File: config.mk
export PLATFORM = sky130hd
export DESIGN_NAME = axis_mux_n1
export DESIGN_NICKNAME = d
export VERILOG_FILES = /design/src/rtl/axis_pkg.sv /design/src/rtl/axis_reg_slice.sv /design/src/rtl/axis_mux_n1.sv
export SDC_FILE = /design/constraint.sdc
export NUM_CORES = 1
export LEC_CHECK = 0
export CAP_MARGIN = 10
export CELL_PAD_IN_SITES_DETAIL_PLACEMENT = 1
export CELL_PAD_IN_SITES_GLOBAL_PLACEMENT = 1
export CORE_ASPECT_RATIO = 1.5
export CORE_MARGIN = 2
export CORE_UTILIZATION = 23
export CTS_CLUSTER_SIZE = 16
export DETAILED_ROUTE_END_ITERATION = 6
export GPL_TIMING_DRIVEN = 0
export HOLD_SLACK_MARGIN = 0.03
export PLACE_DENSITY_LB_ADDON = 0.05
export SYNTH_ARGS = -nofsm -noshare
export SYNTH_HDL_FRONTEND = slang
export SYNTH_SLANG_ARGS = --single-unit
File: constraint.sdc
create_clock -name clk -period 1.6 [get_ports clk]
set_input_delay 0.32 -clock clk [delete_from_list [all_inputs] [get_ports clk]]
set_output_delay 0.32 -clock clk [all_outputs]
set_load 0.05 [all_outputs]
File: src/rtl/axis_pkg.sv
// Shared AXI-Stream definitions: arbitration modes, channel FSM states and a
// width helper used to size channel-select fields.
package axis_pkg;

    localparam int ARB_SEL = 0;
    localparam int ARB_RR  = 1;

    typedef enum logic [0:0] {
        IDLE = 1'b0,
        XFER = 1'b1
    } state_t;

    function automatic int clog2(input int value);
        int result;
        result = 0;
        for (int v = value - 1; v > 0; v = v >> 1) begin
            result++;
        end
        return result;
    endfunction

endpackage

File: src/rtl/axis_reg_slice.sv
// Single-stage valid/ready register slice; accepts a new word whenever the
// slot is empty or being drained in the same cycle.
module axis_reg_slice #(
    parameter int W = 9
) (
    input  logic         clk,
    input  logic         reset,
    input  logic [W-1:0] in_data,
    input  logic         in_valid,
    output logic         in_ready,
    output logic [W-1:0] out_data,
    output logic         out_valid,
    input  logic         out_ready
);

    logic [W-1:0] data_reg;
    logic         valid_reg;

    assign in_ready  = !valid_reg || out_ready;
    assign out_data  = data_reg;
    assign out_valid = valid_reg;

    always_ff @(posedge clk) begin
        if (reset) begin
            data_reg  <= '0;
            valid_reg <= 1'b0;
        end else if (in_ready) begin
            valid_reg <= in_valid;
            // Data is only captured on a real push so a stalled word never changes.
            if (in_valid) begin
                data_reg <= in_data;
            end
        end
    end

endmodule

File: src/rtl/axis_mux_n1.sv
// N:1 AXI-Stream multiplexer: channel grant is locked for a whole frame,
// re-arbitrated in one IDLE cycle after each tlast, with a registered output.
module axis_mux_n1
    import axis_pkg::*;
#(
    parameter int DATA_W   = 8,
    parameter int NUM_CH   = 4,
    parameter int CNT_W    = 5,
    parameter int ARB_MODE = 0,
    localparam int SEL_W   = (clog2(NUM_CH) > 1) ? clog2(NUM_CH) : 1
) (
    input  logic                     clk,
    input  logic                     reset,
    input  logic [SEL_W-1:0]         sel,
    input  logic [NUM_CH*DATA_W-1:0] s_tdata,
    input  logic [NUM_CH-1:0]        s_tvalid,
    input  logic [NUM_CH-1:0]        s_tlast,
    output logic [NUM_CH-1:0]        s_tready,
    output logic [DATA_W-1:0]        m_tdata,
    output logic                     m_tvalid,
    output logic                     m_tlast,
    input  logic                     m_tready,
    output logic [SEL_W-1:0]         cur_ch,
    output logic                     busy,
    output logic [CNT_W-1:0]         frame_cnt
);

    state_t              state_reg;
    logic [SEL_W-1:0]    cur_ch_reg;
    logic [SEL_W-1:0]    rr_ptr_reg;
    logic [CNT_W-1:0]    frame_cnt_reg;

    logic [SEL_W-1:0]    sel_eff;
    logic [SEL_W-1:0]    winner;
    logic [SEL_W-1:0]    rr_next;
    logic                grant;
    logic                load;
    logic                push;
    logic                cur_valid;
    logic                cur_last;
    logic [DATA_W-1:0]   cur_data;
    logic [DATA_W:0]     m_word;
    logic [DATA_W-1:0]   ch_data [NUM_CH];

    genvar gi;
    generate
        for (gi = 0; gi < NUM_CH; gi++) begin : g_ch
            assign ch_data[gi]  = s_tdata[gi*DATA_W +: DATA_W];
            assign s_tready[gi] = (cur_ch_reg == SEL_W'(gi)) && (state_reg == XFER) && load;
        end
    endgenerate

    assign sel_eff   = (NUM_CH == 1) ? '0 : sel;
    assign cur_data  = ch_data[cur_ch_reg];
    assign cur_valid = s_tvalid[cur_ch_reg];
    assign cur_last  = s_tlast[cur_ch_reg];
    assign push      = (state_reg == XFER) && cur_valid;

    // Grant candidate for the next frame; only consumed while in IDLE.
    always_comb begin
        logic [SEL_W:0] pos;
        logic [SEL_W:0] nxt;
        grant   = 1'b0;
        winner  = '0;
        rr_next = '0;
        pos     = '0;
        nxt     = '0;
        if (ARB_MODE == ARB_RR) begin
            for (int k = 0; k < NUM_CH; k++) begin
                pos = {1'b0, rr_ptr_reg} + (SEL_W+1)'(k);
                if (pos >= (SEL_W+1)'(NUM_CH)) begin
                    pos = pos - (SEL_W+1)'(NUM_CH);
                end
                if (!grant && s_tvalid[pos[SEL_W-1:0]]) begin
                    grant  = 1'b1;
                    winner = pos[SEL_W-1:0];
                end
            end
            nxt = {1'b0, winner} + 1'b1;
            if (nxt == (SEL_W+1)'(NUM_CH)) begin
                nxt = '0;
            end
            rr_next = nxt[SEL_W-1:0];
        end else begin
            if (({1'b0, sel_eff} < (SEL_W+1)'(NUM_CH)) && s_tvalid[sel_eff]) begin
                grant  = 1'b1;
                winner = sel_eff;
            end
        end
    end

    axis_reg_slice #(
        .W(DATA_W + 1)
    ) u_out_slice (
        .clk      (clk),
        .reset    (reset),
        .in_data  ({cur_last, cur_data}),
        .in_valid (push),
        .in_ready (load),
        .out_data (m_word),
        .out_valid(m_tvalid),
        .out_ready(m_tready)
    );

    always_ff @(posedge clk) begin
        if (reset) begin
            state_reg     <= IDLE;
            cur_ch_reg    <= '0;
            rr_ptr_reg    <= '0;
            frame_cnt_reg <= '0;
        end else begin
            case (state_reg)
                IDLE: begin
                    if (grant) begin
                        state_reg  <= XFER;
                        cur_ch_reg <= winner;
                        if (ARB_MODE == ARB_RR) begin
                            rr_ptr_reg <= rr_next;
                        end
                    end
                end
                XFER: begin
                    // The tlast beat itself is still pushed into the slice this cycle.
                    if (push && load && cur_last) begin
                        state_reg <= IDLE;
                    end
                end
                default: state_reg <= IDLE;
            endcase
            if (m_tvalid && m_tready && m_tlast) begin
                frame_cnt_reg <= frame_cnt_reg + 1'b1;
            end
        end
    end

    assign m_tdata   = m_word[DATA_W-1:0];
    assign m_tlast   = m_word[DATA_W];
    assign cur_ch    = cur_ch_reg;
    assign busy      = (state_reg == XFER);
    assign frame_cnt = frame_cnt_reg;

endmodule

# == After elaboration in Yosys (flattened, before gate mapping) ==
# Cells that the tools add are included.
# word_totals
ff_bits,18
input_bits,45
out_inout_bits,22
# op_classes
add_sub_neg,1
magnitude_cmp,3
eq_ne,3
n_mux,14
bitwise,2
reduce_logical,18
# op_table
operator,count
8-bit binary-select mux with 2-bit select,1
8-bit 2-to-1 mux,2
1-bit logical AND,13
1-bit binary-select mux with 2-bit select,3
"2-bit by 3-bit less-than comparator with 1-bit output, second input constant",2
1-bit 2-to-1 mux,6
"5-bit by 1-bit adder with 5-bit output, second input constant",1
"2-bit == test, second input constant",2
2-bit AND reduction,2
"3-bit greater-or-equal comparator, second input constant",1
2-bit inverter with 3-bit output,1
"2-bit by 1-bit == test with 1-bit output, second input constant",1
2-bit zero test,1
2-bit 2-to-1 mux,1
1-bit one-hot mux with 2 select lines,1
1-bit zero test,1
1-bit logical OR,1
1-bit inverter,1

# == Longest topological paths before layout ==
# depth
depth_word,7
depth_mapped,6
ltp_nobuf,4

# == Cells and area by module ==
# From an unflattened synthesis, not the netlist that was laid out.
# unflattened
hier_cells,102
hier_area_um2,1114.8
# modules_own_cells
mod,instances,cells_per_inst,area_each_um2
axis_mux_n1,1,57,644.4
axis_reg_slice,1,45,470.5

# == Least setup slack after synthesis ==
# Ideal clock, no wire load.
# synth_timing
path_type,flip-flop to output port
start,register state_reg (netlist: busy)
end,output port s_tready[0]
arrival_ps,2094
path_slack_ps,-814
path_stages_with_launch,3
path_buffers,0
cell_sequence,dfxtp_1 -> and2_1 -> nor3b_1
# synth_via
elab_chain_len,2
# synth_rtl
element,line,source
start: declaration,axis_mux_n1.sv:28,state_t state_reg;
start signal: assignment,axis_mux_n1.sv:107,state_reg <= IDLE;
start signal: assignment,axis_mux_n1.sv:115,state_reg <= XFER;
start signal: assignment,axis_mux_n1.sv:125,state_reg <= IDLE;
1-bit logical AND (2 in a row),axis_mux_n1.sv:49,assign s_tready[gi] = (cur_ch_reg == SEL_W'(gi)) && (state_reg == XFER) && load;
end: declaration,axis_mux_n1.sv:18,"output logic [NUM_CH-1:0] s_tready,"
# No other way between the ends.

# == Worst setup path in the final report ==
# layout_timing
start,register cur_ch_reg[0] (netlist: cur_ch[0])
end,register u_out_slice.data_reg[3] (netlist: u_out_slice.out_data[3])
# layout_via
elab_chain_len,4
word_cells_on_any_way,8
# layout_rtl
element,line,source
start: declaration,axis_mux_n1.sv:29,logic [SEL_W-1:0] cur_ch_reg;
start signal: assignment,axis_mux_n1.sv:116,cur_ch_reg <= winner;
1-bit binary-select mux with 2-bit select / 2-bit inverter with 3-bit output (equally long branches),"axis_mux_n1.sv:55, axis_mux_n1.sv:54",
1-bit 2-to-1 mux (not written as such) / 8-bit binary-select mux with 2-bit select (equally long branches),"axis_mux_n1.sv:55, axis_mux_n1.sv:54",
1-bit logical AND / 8-bit 2-to-1 mux (equally long branches),"axis_mux_n1.sv:57, axis_mux_n1.sv:54",
2-bit AND reduction (no line) / 8-bit 2-to-1 mux (equally long branches),n/a,
end signal: assignment,axis_reg_slice.sv:31,data_reg <= in_data;
end: declaration,axis_reg_slice.sv:16,logic [W-1:0] data_reg;
# Parallel ways exist; a longest one is shown, timed or not. The select of a mux whose other input is x is not followed.
# A chain may end at the register's enable or synchronous reset.

==> impl_metrics.env <==
export IMPL_hold_depth=2
export IMPL_clock_skew_ns=0.007511
export IMPL_grt_pass1_wl_mm=5.313
export IMPL_dp_cells=204
export IMPL_syn_nets=139
export IMPL_cp_arrival_ns=1.69
export IMPL_slew_headroom_pct=65.53
export IMPL_criticalPathCategory="flip-flop to flip-flop"
export IMPL_vias_per_cell=4.871
export IMPL_antenna_left=0
export IMPL_cp_slowest_cell="mux4_2"
export IMPL_antenna_found_initial=0
export IMPL_hold_viol=0
export IMPL_synth_commonest_cells="dfxtp_1 (18), nor2_1 (16), mux2i_1 (12)"
export IMPL_async_reset_ff_share_pct=0
export IMPL_clkTransAtPathRegs_ns=0.07
export IMPL_synth_compound_area_share_pct=3.776
export IMPL_drc=0
export IMPL_rsz0062_at_grt="yes"
export IMPL_num_rows=29
export IMPL_synth_adder_area_share_pct=1.218
export IMPL_yosysTopAreaCell="dfxtp_1"
export IMPL_yosys_area_top_type_share_pct=35.08
export IMPL_muxShareOfSynthArea_pct=35.08
export IMPL_hpwlAfterDp_mm=2.598
export IMPL_num_antenna_cells=0
export IMPL_die_w_um=58.57
export IMPL_yosysMostFrequentCell="dfxtp_1"
export IMPL_cpLargestDelayFamily="multiplexers"
export IMPL_synth_cells=93
export IMPL_start_util_pct=24.20
export IMPL_max_freq_ghz=0.6411
export IMPL_finalPower_w=0.001360
export IMPL_ys_ff_latch=18
export IMPL_cpPeakStageDelay_ns=0.56
export IMPL_fin_crit_ns=1.560
export IMPL_io_pins=67
export IMPL_finalSetupViolCount=0
export IMPL_drv_cap=0
export IMPL_fin_area_um2=1863
export IMPL_clk_path_buf_depth=2
export IMPL_post_dp_cell_area_um2=1775
export IMPL_grt_overflow_total=0
export IMPL_io_buffer_count=65
export IMPL_drive_gt1_share_pct=22.56
export IMPL_synthXorXnorAreaFrac_pct=3.410
export IMPL_final_util_pct=43.88
export IMPL_ir_drop_mv=0.4255
export IMPL_setup_tns_ns=0
export IMPL_synth_top_family_by_area="multiplexers"
export IMPL_netlist_area_um2=1027
export IMPL_synth_simple_area_share_pct=16.93
export IMPL_ys_warn_count=0
export IMPL_numCtsBuffers=3
export IMPL_cts_sinks=18
export IMPL_worst_pin_slew_ns=0.5170
export IMPL_first_pass_iters=4
export IMPL_cp_cell_sequence="mux4_2, and3_4, mux2i_1, nor2_1"
export IMPL_cp_start_kind="flip-flop"
export IMPL_grt_max_degree=11
export IMPL_gp_congestion=0.6627
export IMPL_cp_depth=4
export IMPL_post_route_period_util_pct=97.49
export IMPL_yosysSeqAreaShare_pct=35.08
export IMPL_worstPathMaxFanout=6
export IMPL_cp_end_kind="flip-flop"
export IMPL_cts_tree="built"
export IMPL_reg2regPathDepth=4
export IMPL_die_y_um=85.85
export IMPL_p_per_area_nw_per_um2=730.2
export IMPL_final_nets=211
export IMPL_hold_path_class="flip-flop to flip-flop"
export IMPL_dieArea_um2=5028
export IMPL_cts_root_buf="clkbuf_8"
export IMPL_status="complete, no violations"
export IMPL_ys_flop_type="dfxtp_1"
export IMPL_cp_required_ns=1.73
export IMPL_largest_reg_flops=9
export IMPL_finalNonFillerCells=210
export IMPL_grt_pass1_vias=1110
export IMPL_htree_levels=1
export IMPL_clock_latency_ns=0.25
export IMPL_grt_total_usage_pct=13.83
export IMPL_ys_types=26
export IMPL_drtIter0Drc=17
export IMPL_synthToLayoutAreaGrowth_pct=81.36
export IMPL_wirelength_mm=3.296
export IMPL_num_vias=1023
export IMPL_coreArea_um2=4245
export IMPL_synth_edff_count=0
export IMPL_synth_area_leaders="dfxtp_1 (35%), mux4_2 (13%), mux2i_1 (12%), mux4_1 (10%), nor2_1 (5.8%)"
export IMPL_p_leak_nw=0.7905
export IMPL_path_buf_inv=0
export IMPL_wl_per_cell_um=15.70
export IMPL_postSynthAreaPerCell_um2=11.05
export IMPL_maxSlewViolCount=0
## area by class of cell
type	instances	area, µm²
clock buffer	4	45.04
tap	46	57.56
sequential	18	372.9
buffer	5	45.04
timing repair buffer	68	660.6
multi-input combinational	68	678.2
inverter	1	3.754
fill	469	2382
## through the flow
step | hold WS (ns) | setup slack [ns]
2_1_floorplan | 0.4659 | -0.08903
3_3_place_gp | 0.4769 | -0.9072
3_5_place_dp | 0.4896 | -0.9099
4_1_cts | 0.4869 | -0.004108
5_1_grt | 0.5202 | -0.04328
6_report | 0.4920 | 0.04015
## worst paths after layout
path	start	end	slack (ns)
worst max register to register	cur_ch[0]$_SDFFE_PP0P_	u_out_slice.out_data[3]$_SDFFE_PP0P_	0.04
worst max-delay path	cur_ch[0]$_SDFFE_PP0P_	u_out_slice.out_data[3]$_SDFFE_PP0P_	0.04
worst min register to register	u_out_slice.out_data[8]$_SDFFE_PP0P_	u_out_slice.out_data[8]$_SDFFE_PP0P_	0.49
worst min-delay path	u_out_slice.out_data[8]$_SDFFE_PP0P_	u_out_slice.out_data[8]$_SDFFE_PP0P_	0.49
## logic make-up (layout without fill, tap and decap cells)
group                      after synthesis  in the layout
and+or+nand+nor                         34             35
muxes                                   22             22
DFF                                     18             18
buffers and inverters                    8             78
AOI/OAI and AO/OA                        6              6
xor gates and xnor gates                 4              4
adders and majority gates                1              1
## cells in the final DEF, fill, tap and decap left out, types with 2 or more instances in the layout
cell type	Yosys	final
clkdlybuf4s50_1	0	38
dlygate4sd2_1	0	21
nor2_1	16	14
dfxtp_1	18	14
mux2i_1	12	12
mux4_2	6	6
clkbuf_8	0	4
clkbuf_1	4	4
mux4_1	4	4
and3_4	1	3
nand2_1	5	3
xor2_1	3	3
dfxtp_4	0	3
buf_6	2	3
buf_4	0	3
nand2b_4	1	2
nand2_2	0	2
nor2_4	0	2
or2_2	2	2
nand4_1	2	2
a21oi_1	2	2
dlymetal6s2s_1	0	2
## power breakdown
group	internal [W]	switching, W	leakage (nW)	total, W
clock	0.000177	0.000157	0.0228	0.000334
sequential	0.000479	0.0000324	0.149	0.000511
combinational	0.000263	0.000252	0.619	0.000515
total	0.000919	0.000442	0.790	0.00136
## worst min-delay path: stages, from the launching register on
cell      delay (ns)
dfxtp_1         0.34
nand2b_4        0.07
a21oi_2         0.04
## routing by layer
| metal | wire length (µm) | vias up | GRT usage (%) | part of all wire, % |
|---|---|---|---|---|
| li1 | - | 482 | - | - |
| met1 | 1150 | 505 | 15.80 | 35 |
| met2 | 1966 | 30 | 25.74 | 60 |
| met3 | 124 | 6 | 1.659 | 3.8 |
| met4 | 55 | 0 | 4.440 | 1.7 |
| met5 | 0 | - | 0 | 0 |
## repair_timing
item	4_1_cts	5_1_grt
resized for setup	59	7
gates cloned	0	1
hold buffers	0	0
pin swaps	0	1
buffers inserted	1	2
endpoints found under the setup margin	32	12
Note: power is estimated with default switching activity, not from simulation.
